===== config.mk =====
export PLATFORM = sky130hd
export DESIGN_NAME = timer_entry_loader
export DESIGN_NICKNAME = d
export VERILOG_FILES = /design/src/rtl/timer_entry_loader.sv
export SDC_FILE = /design/constraint.sdc
export NUM_CORES = 1
export LEC_CHECK = 0
export ABC_AREA = 1
export CELL_PAD_IN_SITES_DETAIL_PLACEMENT = 1
export CELL_PAD_IN_SITES_GLOBAL_PLACEMENT = 1
export CORE_ASPECT_RATIO = 1.5
export CORE_MARGIN = 2
export CORE_UTILIZATION = 30
export CTS_CLUSTER_SIZE = 12
export DETAILED_ROUTE_END_ITERATION = 6
export PLACE_DENSITY_LB_ADDON = 0.3
export SKIP_CTS_REPAIR_TIMING = 1
export SYNTH_ARGS = -nofsm -noshare
export SYNTH_HDL_FRONTEND = slang
export SYNTH_SLANG_ARGS = --single-unit

===== constraint.sdc =====
create_clock -name clock -period 3.2 [get_ports clock]
set_clock_uncertainty 0.2 [all_clocks]
set_input_delay 0.32 -clock clock [delete_from_list [all_inputs] [get_ports clock]]
set_output_delay 0.32 -clock clock [all_outputs]
set_load 0.02 [all_outputs]

===== src/rtl/timer_entry_loader.sv =====
// rtl/timer_entry_loader.sv - keypad MM:SS entry, validation and load/enable sequencing for the countdown chain
//
// Collects BCD key digits into an MM:SS preset. Drives the cascaded down-counters
// with a one-cycle active-low parallel load followed by a count enable. Watches
// the chain's zero flag to finish a cook cycle, and handles pause and cancel.
//
// Optional feature macro: QUICK_START_EN
//   defined   - start in IDLE with all digits zero loads a 00:30 preset and runs it
//   undefined - that start is rejected with an entry_error pulse
//
// Ports:
//   clock        in   system clock, rising edge
//   clearn       in   synchronous active-low reset
//   key          in   BCD key code
//   key_valid    in   one-cycle strobe qualifying key
//   start        in   start / resume request (level)
//   stop         in   pause / cancel request (level)
//   zero_in      in   counter chain reads 0000
//   data         out  preset digits, digit i at [4i+3:4i]
//   loadn        out  active-low parallel load to the counters
//   enable       out  count enable to the counters
//   busy         out  high in LOAD, RUN, PAUSE
//   done         out  one-cycle pulse when a cook cycle reaches zero
//   entry_error  out  one-cycle pulse on a rejected key or start
module timer_entry_loader #(
    parameter int NDIG         = 4,
    parameter int SEC_TENS_MAX = 5
) (
    input  logic              clock,
    input  logic              clearn,
    input  logic [3:0]        key,
    input  logic              key_valid,
    input  logic              start,
    input  logic              stop,
    input  logic              zero_in,
    output logic [4*NDIG-1:0] data,
    output logic              loadn,
    output logic              enable,
    output logic              busy,
    output logic              done,
    output logic              entry_error
);

    typedef enum logic [1:0] {
        IDLE  = 2'd0,
        LOAD  = 2'd1,
        RUN   = 2'd2,
        PAUSE = 2'd3
    } state_t;

    localparam logic [3:0]        SEC_TENS_LIM = 4'(SEC_TENS_MAX);
    localparam logic [4*NDIG-1:0] DIGITS_ZERO  = '0;
`ifdef QUICK_START_EN
    // 00:30 - seconds tens digit set to 3, everything else zero
    localparam logic [4*NDIG-1:0] QUICK_PRESET = {{(4*NDIG-8){1'b0}}, 8'h30};
`endif

    state_t            state_q;
    logic [4*NDIG-1:0] digits_q;
    logic              loadn_q;
    logic              enable_q;
    logic              busy_q;
    logic              done_q;
    logic              err_q;

    logic              digits_zero;
    logic              start_ok;

    assign digits_zero = (digits_q == DIGITS_ZERO);
    assign start_ok    = !digits_zero && (digits_q[7:4] <= SEC_TENS_LIM);

    always_ff @(posedge clock) begin
        if (!clearn) begin
            state_q  <= IDLE;
            digits_q <= '0;
            loadn_q  <= 1'b1;
            enable_q <= 1'b0;
            busy_q   <= 1'b0;
            done_q   <= 1'b0;
            err_q    <= 1'b0;
        end else begin
            // Pulses and the load strobe default to inactive every cycle
            done_q  <= 1'b0;
            err_q   <= 1'b0;
            loadn_q <= 1'b1;
            case (state_q)
                IDLE: begin
                    enable_q <= 1'b0;
                    busy_q   <= 1'b0;
                    if (stop) begin
                        digits_q <= '0;
                    end else if (start) begin
                        // Evaluated on the pre-shift digits; a same-cycle key is dropped
                        if (start_ok) begin
                            state_q <= LOAD;
                            loadn_q <= 1'b0;
                            busy_q  <= 1'b1;
                        end
`ifdef QUICK_START_EN
                        else if (digits_zero) begin
                            digits_q <= QUICK_PRESET;
                            state_q  <= LOAD;
                            loadn_q  <= 1'b0;
                            busy_q   <= 1'b1;
                        end
`endif
                        else begin
                            err_q <= 1'b1;
                        end
                    end else if (key_valid) begin
                        if (key <= 4'd9) begin
                            digits_q <= {digits_q[4*NDIG-5:0], key};
                        end else begin
                            err_q <= 1'b1;
                        end
                    end
                end
                LOAD: begin
                    // Counters take the preset on this edge; counting starts next cycle
                    state_q  <= RUN;
                    enable_q <= 1'b1;
                end
                RUN: begin
                    if (zero_in) begin
                        state_q  <= IDLE;
                        enable_q <= 1'b0;
                        busy_q   <= 1'b0;
                        digits_q <= '0;
                        done_q   <= 1'b1;
                    end else if (stop) begin
                        state_q  <= PAUSE;
                        enable_q <= 1'b0;
                    end
                end
                PAUSE: begin
                    if (stop) begin
                        state_q  <= IDLE;
                        busy_q   <= 1'b0;
                        digits_q <= '0;
                    end else if (start) begin
                        state_q  <= RUN;
                        enable_q <= 1'b1;
                    end
                end
                default: begin
                    state_q <= IDLE;
                end
            endcase
        end
    end

    assign data        = digits_q;
    assign loadn       = loadn_q;
    assign enable      = enable_q;
    assign busy        = busy_q;
    assign done        = done_q;
    assign entry_error = err_q;

endmodule


==> flow_metrics.py, run 1 <==
metrics = {
    "clock_tree": {
        "cts.sinks": 23,
        "cts-root-buf": "clkbuf_8",
        "clockBufferDepth": 2,
        "clk_pin_slew_ps": 80,
        "htreeDepth": 1,
        "cts_buffers": 3,
        "clock_latency_ps": 260,
        "cts_tree": "yes",
    },
    "die": {
        "die_area_sq_mm": 0.00396,
        "die-width_microns": 52.0,
        "io-pin-count": 31,
        "core_sq_mm": 0.00335,
        "start_util_pct": 31.0,
        "fp.dieH_microns": 76.1,
        "rows": 26,
    },
    "detailed_routing": {
        "wirelength_microns": 2870,
        "drt_iter0_drc": 12,
        "via_per_inst": 4.75,
        "detail-route-antenna-nets": 0,
        "vias": 1082,
        "drt_pass1_iterations": 4,
        "drc": 0,
        "wire_per_inst_microns": 12.6,
    },
    "global_routing": {
        "gr-usage-met1_pct": 18.3,
        "grtUsageMet3_pct": 1.96,
        "grt_pass1_vias": 1070,
        "grt_pass1_wl_microns": 4950,
        "grt_overflow": 0,
        "grt_max_degree": 18,
        "grt_antenna_before_repair": 0,
        "grt-busiest-layer": "met2",
        "met2_usage_pct": 29.7,
        "grt.total_usage_pct": 16.0,
    },
    "sta": {
        "slew_headroom_pct": 68.0,
        "period_share_pct": 66.2,
        "tightest_slew_ps": 478,
        "period_needed_ps": 2120,
        "tns_ps": 0,
        "report.final.slew_viol_count": 0,
        "setup_viol": 0,
        "holdWs_ps": 260,
        "rsz0062_at_grt": "false",
        "hold_viol_final": 0,
        "max_freq_mhz": 472,
    },
    "critical_path": {
        "crit_arrival_ps": 2070,
        "setup.worst_path.end_class": "flop",
        "start_kind": "input pin",
        "regToRegStartpoint": "state_q[1]",
        "crit_fanout": 17,
        "critPathMaxStageDelay_ps": 510,
        "cp_num_buf_inv": 3,
        "cp-startpoint": "stop",
        "crit_chain": "clkdlybuf4s50_1, inv_2, nand2_1, nor2_1, nand2_1, nand2_4, clkinv_1, nor2_1, nor2_1",
        "crit_top_cell": "nor2_1",
        "critPathSlowestCell": "clkdlybuf4s50_1",
        "crit_family": "buffers and inverters",
        "required_ps": 3160,
        "path_class": "input pin to flop",
    },
    "synthesis": {
        "syn_avg_cell_area_sq_um": 6.66,
        "synthCells": 156,
        "synth_area_sq_mm": 0.00104,
        "ys_ff_latch": 23,
        "synthDistinctLibCells": 20,
        "ys_warn_count": 0,
        "synth_seq_area_share_pct": 44.3,
        "syn-num-nets": 166,
    },
    "layout": {
        "syn2layout_area_growth_pct": 35.4,
        "stdcell_area_sq_mm": 0.00141,
        "insertedDiodeCount": 0,
        "drive_gt1_share_pct": 4.84,
        "num-nets-final": 197,
    },
    "run": {
        "maxCapViolations": 0,
    },
    "power": {
        "seqPwrFrac_pct": 44.0,
        "power_density_mw_per_mm2": 601,
        "internal-power_w": 0.000533,
        "clkPwrFrac_pct": 20.7,
        "pwr-share-comb_pct": 35.3,
        "power_switching_w": 0.000312,
        "p_leak_nw": 0.574,
        "vdd_drop_max_uv": 284,
        "switching_share_pct": 36.9,
        "total_power_w": 0.000845,
    },
    "min_path": {
        "hold_class": "flop to flop",
        "min-delay-start": "enable",
    },
    "outcome": {
        "outcome": "completed",
    },
    "place": {
        "numPortBuffers": 30,
        "gp_congestion": 0.754,
        "hpwl_microns": 2290,
        "dpl_cell_area_sq_mm": 0.00136,
    },
}
metrics by stage:
stage | utilization (%) | setup WS (ps) | instances
global placement | 40.6 | 917 | 224
finish | 42.0 | 1080 | 228
floorplan | - | 1750 | 156
detailed placement | 40.6 | 803 | 224
global route | 42.0 | 883 | 228
CTS | 42.0 | 1080 | 228
area by class of cell:
class,instances,area [sq um]
clock buffers,4,45.0
fillers,457,1940
inverters,11,42.5
multi-input cells,118,505
flip-flops and latches,23,460
well taps,42,52.6
repair buffers,30,300
synthesized netlist by cell type, drive strengths merged:
cell type	n	area, sq um
nor2	45	171
nand2	38	150
dfxtp	23	460
o21ai	14	73.8
a21oi	12	60.1
inv	8	30.0
nand3	5	25.0
clkinv	3	12.5
buf	2	22.5
clkbuf	2	7.51
nor3	1	5.00
nor4	1	6.26
o211ai	1	7.51
o22ai	1	6.26
worst paths after layout:
kind | endpoint | slack (ps) | depth (start not counted)
worst max-delay path | data[2] | 1080 | 9
worst min register to register | enable | 260 | 2
worst max register to register | data[2] | 1200 | 7
worst min-delay path | enable | 260 | 2
layout by cell type, fill, tap and decap left out, drive strengths merged:
cell type      count
o211ai             1
clkdlybuf4s50     30
nor4               1
nor3               1
nand2             38
o22ai              1
inv                8
nor2              45
dfxtp             23
clkbuf             4
clkinv             3
a21oi             12
nand3              5
o21ai             14
power groups by stage:
| stage | Clock [W] | Sequential [W] | Combinational [W] |
|---|---|---|---|
| 2_1_floorplan | 0 | 0.000404 | 0.000157 |
| 3_3_place_gp | 0 | 0.000378 | 0.000294 |
| 3_5_place_dp | 0 | 0.000380 | 0.000302 |
| 4_1_cts | 0.000181 | 0.000373 | 0.000304 |
| 5_1_grt | 0.000201 | 0.000379 | 0.000334 |
| 6_report | 0.000175 | 0.000372 | 0.000298 |
layer usage:
layer	part of all wire, %	vias up
met1	41	510
met3	2.4	2
met2	56	16
met4	0.59	0
met5	0	-
li1	-	554
logic make-up after synthesis:
family | synth area share [%]
AOI/OAI and AO/OA | 14.2
buffers and inverters | 6.99
and+or+nand+nor | 34.5
DFF | 44.3
worst register-to-register path, cell delays in order, from the launching register on:
cell      delay (ps)
dfxtp_1          620
nand3_1          200
nand2_1          160
clkinv_2          90
nand2_4          160
clkinv_1         250
nor2_1           170
nor2_1            60
sequential cells by signal, summed over array words and instances (netlist names):
signal and flops:
data 16, state_q 2, busy 1, done 1, enable 1, entry_error 1
loadn 1
No activity file was read; power rests on OpenSTA's default activity.
==> inputs of run 2 (changes only) <==
--- a/config.mk
+++ b/config.mk
@@ -10,7 +10,7 @@
 export CELL_PAD_IN_SITES_GLOBAL_PLACEMENT = 1
 export CORE_ASPECT_RATIO = 1.5
 export CORE_MARGIN = 2
-export CORE_UTILIZATION = 30
+export CORE_UTILIZATION = 28
 export CTS_CLUSTER_SIZE = 12
 export DETAILED_ROUTE_END_ITERATION = 6
 export PLACE_DENSITY_LB_ADDON = 0.3
==> constraint.sdc (replaced) <==
create_clock -name clock -period 1.7 [get_ports clock]
set_clock_uncertainty 0.2 [all_clocks]
set_input_delay 0.17 -clock clock [delete_from_list [all_inputs] [get_ports clock]]
set_output_delay 0.17 -clock clock [all_outputs]
set_load 0.02 [all_outputs]
==> run 2 against run 1 <==
Effect of this change:
- combinational power rose by 120%
- highest routed layer unchanged
- final cell count grew 7.5%
- sequential power rose by 87%
- largest power group unchanged
- register-to-register slack got worse by 1100 ps
- sequential share of layout area decreased by 2.8 points
- count of clock-buffer cells in the layout down 1
- design area is 10% higher
- worst setup slack got worse by 1100 ps
- hold slack better by 14 ps
- sequential cell count unchanged
- wire length is 9.7% higher
==> flow_metrics.py, run 2 (synthesized netlist as in run 1, its figures left out) <==
metrics = {
    "outcome": {
        "outcome": "completed",
    },
    "place": {
        "numPortBuffers": 30,
        "gp_congestion": 0.796,
        "pre_cts_ws_ps": -179,
        "hpwl_microns": 2450,
    },
    "clock_tree": {
        "clock_latency_ps": 260,
        "cts_buffers": 3,
        "htreeDepth": 1,
        "clockBufferDepth": 2,
        "clk_pin_slew_ps": 80,
        "cts.sinks": 23,
        "cts-root-buf": "clkbuf_8",
        "cts_tree": "yes",
    },
    "power": {
        "pwr-share-comb_pct": 38.3,
        "p_leak_nw": 0.750,
        "seqPwrFrac_pct": 41.4,
        "power_switching_w": 0.000632,
        "total_power_w": 0.00168,
        "switching_share_pct": 37.5,
        "clkPwrFrac_pct": 20.3,
        "power_density_mw_per_mm2": 1090,
        "internal-power_w": 0.00105,
        "vdd_drop_max_uv": 558,
    },
    "run": {
        "maxCapViolations": 0,
    },
    "die": {
        "die-width_microns": 53.7,
        "core_sq_mm": 0.00361,
        "die_area_sq_mm": 0.00422,
        "io-pin-count": 31,
        "rows": 27,
        "fp.dieH_microns": 78.6,
        "start_util_pct": 28.7,
    },
    "sta": {
        "tightest_slew_ps": 301,
        "hold_viol_final": 0,
        "slew_headroom_pct": 79.9,
        "period_share_pct": 98.8,
        "finalWorstSetupSlack_ps": 20.7,
        "setup_viol": 0,
        "period_needed_ps": 1680,
        "report.final.slew_viol_count": 0,
        "max_freq_mhz": 595,
    },
    "critical_path": {
        "rrSetupSlack_ps": 100,
        "ff2ff_path_depth": 8,
        "start_kind": "flop",
        "critPathSlowestCell": "clkdlybuf4s50_1",
        "cp_num_buf_inv": 1,
        "required_ps": 1330,
        "crit_chain": "clkdlybuf4s50_1",
        "regToRegEndpoint": "data[3]",
        "setup.worst_path.end_class": "primary output",
        "crit_fanout": 4,
        "regToRegStartpoint": "state_q[1]",
        "crit_family": "buffers and inverters",
        "path_class": "flop to primary output",
        "crit_arrival_ps": 1310,
        "critPathMaxStageDelay_ps": 630,
    },
    "detailed_routing": {
        "drc": 0,
        "via_per_inst": 4.80,
        "vias": 1176,
        "drt_pass1_iterations": 4,
        "wire_per_inst_microns": 12.9,
        "wirelength_microns": 3150,
        "detail-route-antenna-nets": 0,
        "drt_iter0_drc": 11,
    },
    "layout": {
        "syn2layout_area_growth_pct": 49.0,
        "final_util_pct": 42.8,
        "layout_commonest_cell": "nor2_1",
        "largest_register_ffs": 16,
        "num-nets-final": 213,
        "layout_common_cells": "nor2_1, nand2_1, clkdlybuf4s50_1, dfxtp_1, buf_4",
        "drive_gt1_share_pct": 14.4,
        "insertedDiodeCount": 0,
    },
    "global_routing": {
        "grt_pass1_vias": 1263,
        "grt_pass1_wl_microns": 5340,
        "grt_antenna_before_repair": 0,
        "grt.total_usage_pct": 16.5,
        "grt_overflow": 0,
        "grt_max_degree": 14,
    },
    "min_path": {
        "min-delay-start": "enable",
        "hold_end": "enable",
        "worstHoldPathCells": 2,
        "hold_class": "flop to flop",
    },
}
==> run 2: how the worst max path moves through the flow <==
stage,slack (ps),end,cells after the start,from
after floorplan,250,data[15],8,state_q[1]
after CTS,-5,data[4],1,data[4]
after global routing,-10,data[3],1,data[3]
final,20,data[3],1,data[3]
after global placement,-100,data[3],9,stop
after detailed placement,-180,data[3],9,stop
==> run 2: stage by stage <==
stage	area [sq um]	TNS [ps]	std cells	hold WS, ps
6_report	1550	0	245	274
5_1_grt	1550	-10.6	245	296
4_1_cts	1520	-4.81	244	272
3_5_place_dp	1480	-1940	240	263
3_3_place_gp	1480	-1140	240	239
2_1_floorplan	1040	0	156	75.8
==> run 2: layer usage <==
| layer | up-vias | global-route usage, % | wire (microns) |
|---|---|---|---|
| met5 | - | 0 | 0 |
| met4 | 0 | 6.67 | 18 |
| met3 | 2 | 1.14 | 85 |
| met2 | 18 | 30.4 | 1780 |
| met1 | 568 | 18.3 | 1270 |
| li1 | 588 | - | - |
==> run 2: power by group through the flow <==
stage	clock network, W	registers [W]	logic [W]
finish	0.000342	0.000697	0.000646
floorplan	0	0.000761	0.000295
CTS	0.000360	0.000697	0.000642
global route	0.000372	0.000709	0.000725
detailed placement	0	0.000709	0.000637
global placement	0	0.000704	0.000621
==> run 2: final cells by class <==
type | count | area (sq um)
repair buffers | 45 | 428
inverters | 11 | 46.3
clock buffers | 3 | 41.3
well taps | 43 | 53.8
repair inverters | 1 | 5.00
clock inverters | 1 | 5.00
multi-input cells | 118 | 505
flip-flops and latches | 23 | 463
fillers | 485 | 2070
==> inputs of run 3 (changes only) <==
--- a/config.mk
+++ b/config.mk
@@ -5,12 +5,12 @@
 export SDC_FILE = /design/constraint.sdc
 export NUM_CORES = 1
 export LEC_CHECK = 0
-export ABC_AREA = 1
+export ABC_AREA = 0
 export CELL_PAD_IN_SITES_DETAIL_PLACEMENT = 1
 export CELL_PAD_IN_SITES_GLOBAL_PLACEMENT = 1
 export CORE_ASPECT_RATIO = 1.5
 export CORE_MARGIN = 2
-export CORE_UTILIZATION = 28
+export CORE_UTILIZATION = 30
 export CTS_CLUSTER_SIZE = 12
 export DETAILED_ROUTE_END_ITERATION = 6
 export PLACE_DENSITY_LB_ADDON = 0.3
==> constraint.sdc (replaced) <==
create_clock -name clock -period 1.78 [get_ports clock]
set_clock_uncertainty 0.2 [all_clocks]
set_input_delay 0.178 -clock clock [delete_from_list [all_inputs] [get_ports clock]]
set_output_delay 0.178 -clock clock [all_outputs]
set_load 0.02 [all_outputs]
==> run 3 against run 2 <==
Effect of this change:
- via count is 15% lower
- non-clock buffer count is 1 higher
- global-route usage is 1.0 points lower
- combinational power is 81% lower
- sequential power is 25% lower
- die area is 1.8% lower
- wire length is 0.22% lower
- highest routed layer unchanged
- sequential share of layout area is 1.2 points lower
- area after synthesis is 5.1% higher
- critical endpoint is now data[4]
- critical path type unchanged
- design area is 3.7% higher
- hold slack worse by 180 ps
- final cell count is 27% lower
- largest power group unchanged
==> flow_metrics.py, run 3 <==
metrics = {
    "clock_tree": {
        "clock_latency_ps": 260,
        "clk_pin_slew_ps": 80,
        "cts_buffers": 3,
        "htreeDepth": 1,
        "cts.sinks": 23,
        "cts-root-buf": "clkbuf_8",
        "clockBufferDepth": 2,
        "cts_tree": "yes",
    },
    "sta": {
        "finalWorstSetupSlack_ps": 60.3,
        "rsz0062_at_grt": "false",
        "report.final.slew_viol_count": 0,
        "setup_viol": 0,
        "hold_viol_final": 0,
        "slew_headroom_pct": 75.2,
        "period_share_pct": 96.6,
        "tightest_slew_ps": 366,
        "period_needed_ps": 1720,
        "max_freq_mhz": 581,
    },
    "layout": {
        "instances_no_fill": 179,
        "stdcell_area_sq_mm": 0.00161,
        "drive_gt1_share_pct": 23.4,
        "layout_commonest_cell": "clkdlybuf4s50_1",
        "insertedDiodeCount": 0,
        "num-nets-final": 148,
        "layout_common_cells": "clkdlybuf4s50_1, dfxtp_1, o211a_1, buf_4, a221o_1",
        "final_util_pct": 46.6,
        "syn2layout_area_growth_pct": 47.1,
        "largest_register_ffs": 16,
    },
    "outcome": {
        "outcome": "completed",
    },
    "place": {
        "gp_congestion": 0.660,
        "hpwl_microns": 2190,
        "numPortBuffers": 30,
        "dp.cells": 174,
        "pre_cts_ws_ps": -393,
        "dpl_cell_area_sq_mm": 0.00150,
    },
    "detailed_routing": {
        "wirelength_microns": 3150,
        "drt_iter0_drc": 16,
        "detail-route-antenna-nets": 0,
        "wire_per_inst_microns": 17.6,
        "drt_pass1_iterations": 4,
        "drc": 0,
        "vias": 994,
        "via_per_inst": 5.55,
    },
    "synthesis": {
        "synth_area_sq_mm": 0.00109,
        "synth-main-ff-cell": "dfxtp_1",
        "synthDistinctLibCells": 32,
        "synth_edf_count": 0,
        "synth_area_leaders": "dfxtp_1, o211a_1, a221o_1, a221o_2, buf_6",
        "ys_ff_latch": 23,
        "synth_top_cell_by_area": "dfxtp_1",
        "synthMostInstantiatedCell": "dfxtp_1",
        "ys_warn_count": 0,
        "synthArstFlopShare_pct": 0,
        "syn_avg_cell_area_sq_um": 11.4,
        "ys_top_cells_by_count": "dfxtp_1, o211a_1, a221o_1, a221o_2, nor4_1",
        "synthCells": 96,
        "synth_top_area_share_pct": 42.2,
        "syn-num-nets": 106,
        "synth_seq_area_share_pct": 42.2,
    },
    "power": {
        "switching_share_pct": 23.3,
        "pwr-share-comb_pct": 12.8,
        "total_power_w": 0.000965,
        "internal-power_w": 0.000741,
        "vdd_drop_max_uv": 442,
        "power_switching_w": 0.000225,
        "clkPwrFrac_pct": 33.2,
        "p_leak_nw": 0.799,
        "power_density_mw_per_mm2": 601,
        "seqPwrFrac_pct": 54.1,
    },
    "critical_path": {
        "crit_end": "data[4]",
        "required_ps": 1400,
        "critPathSlowestCell": "clkdlybuf4s50_1",
        "path_class": "flop to primary output",
        "critPathMaxStageDelay_ps": 640,
        "crit_fanout": 5,
        "start_kind": "flop",
        "regToRegEndpoint": "data[9]",
        "crit_arrival_ps": 1340,
        "ff2ff_path_depth": 4,
        "regToRegStartpoint": "state_q[1]",
        "rrSetupSlack_ps": 130,
        "crit_chain": "clkdlybuf4s50_1",
        "cp-startpoint": "data[4]",
        "crit_family": "buffers and inverters",
        "setup.worst_path.end_class": "primary output",
        "cp_num_buf_inv": 1,
        "path_depth": 1,
    },
    "global_routing": {
        "grt_pass1_wl_microns": 4750,
        "grt_overflow": 0,
        "grt_antenna_before_repair": 0,
        "grt_pass1_vias": 997,
        "grt.total_usage_pct": 15.5,
        "grt_max_degree": 19,
    },
    "die": {
        "rows": 26,
        "core_sq_mm": 0.00345,
        "die-width_microns": 53.2,
        "die_area_sq_mm": 0.00415,
        "fp.dieH_microns": 77.9,
        "io-pin-count": 31,
        "start_util_pct": 31.6,
    },
    "min_path": {
        "hold_class": "input pin to flop",
    },
    "run": {
        "maxCapViolations": 0,
    },
}
[run 3: cell types whose count changed after synthesis, moves of 4 or more]
cell / previous run / this run
nand2_1: 37 / 1
a221o_1: 0 / 10
a21oi_1: 12 / 1
o21ai_0: 10 / 2
inv_1: 6 / 2
o211a_1: 0 / 16
nand3_1: 5 / 1
nor2_1: 44 / 2
a221o_2: 0 / 6
[run 3: area by class of cell]
type / instances / area (sq um)
fill: 404 / 1840
multi-input combinational: 62 / 584
sequential: 23 / 460
timing repair buffer: 46 / 455
tap: 42 / 52.6
clock buffer: 4 / 45.0
inverter: 2 / 7.51
[run 3: worst min path at each step]
stage	from	endpoint	slack, ps	cells past startpoint
after floorplan	key[0]	data[0]	120	1
after global placement	busy	busy	250	1
after detailed placement	busy	busy	280	1
after CTS	busy	busy	300	1
after global routing	clearn	enable	110	2
final	clearn	enable	90	2
[run 3: per-stage QoR]
stage	TNS [ps]	hold slack, ps
floorplan	0	116
global placement	-5230	254
detailed placement	-6790	277
CTS	-1750	297
global route	0	115
finish	0	88.9
[run 3: logic make-up (layout without fill, tap and decap cells)]
family / Yosys count / in the layout / synth area share [%]
DFF: 23 / 23 / 42.2
AOI/OAI and AO/OA: 43 / 43 / 37.6
buffers and inverters: 11 / 52 / 6.77
and+or+nand+nor: 19 / 19 / 13.4
[run 3: power groups by stage]
stage	registers (W)	clock network [W]	logic [W]
floorplan	0.000538	0	0.0000456
global placement	0.000534	0	0.000110
detailed placement	0.000534	0	0.000112
CTS	0.000522	0.000330	0.000113
global route	0.000523	0.000350	0.000132
finish	0.000522	0.000320	0.000123
[run 3: metal layers]
| metal | vias to the layer above | global-route usage (%) | wire, microns |
|---|---|---|---|
| li1 | 478 | - | - |
| met1 | 496 | 17.3 | 1350 |
| met2 | 18 | 28.1 | 1670 |
| met3 | 2 | 1.73 | 96 |
| met4 | 0 | 6.15 | 29 |
| met5 | - | 0 | 0 |
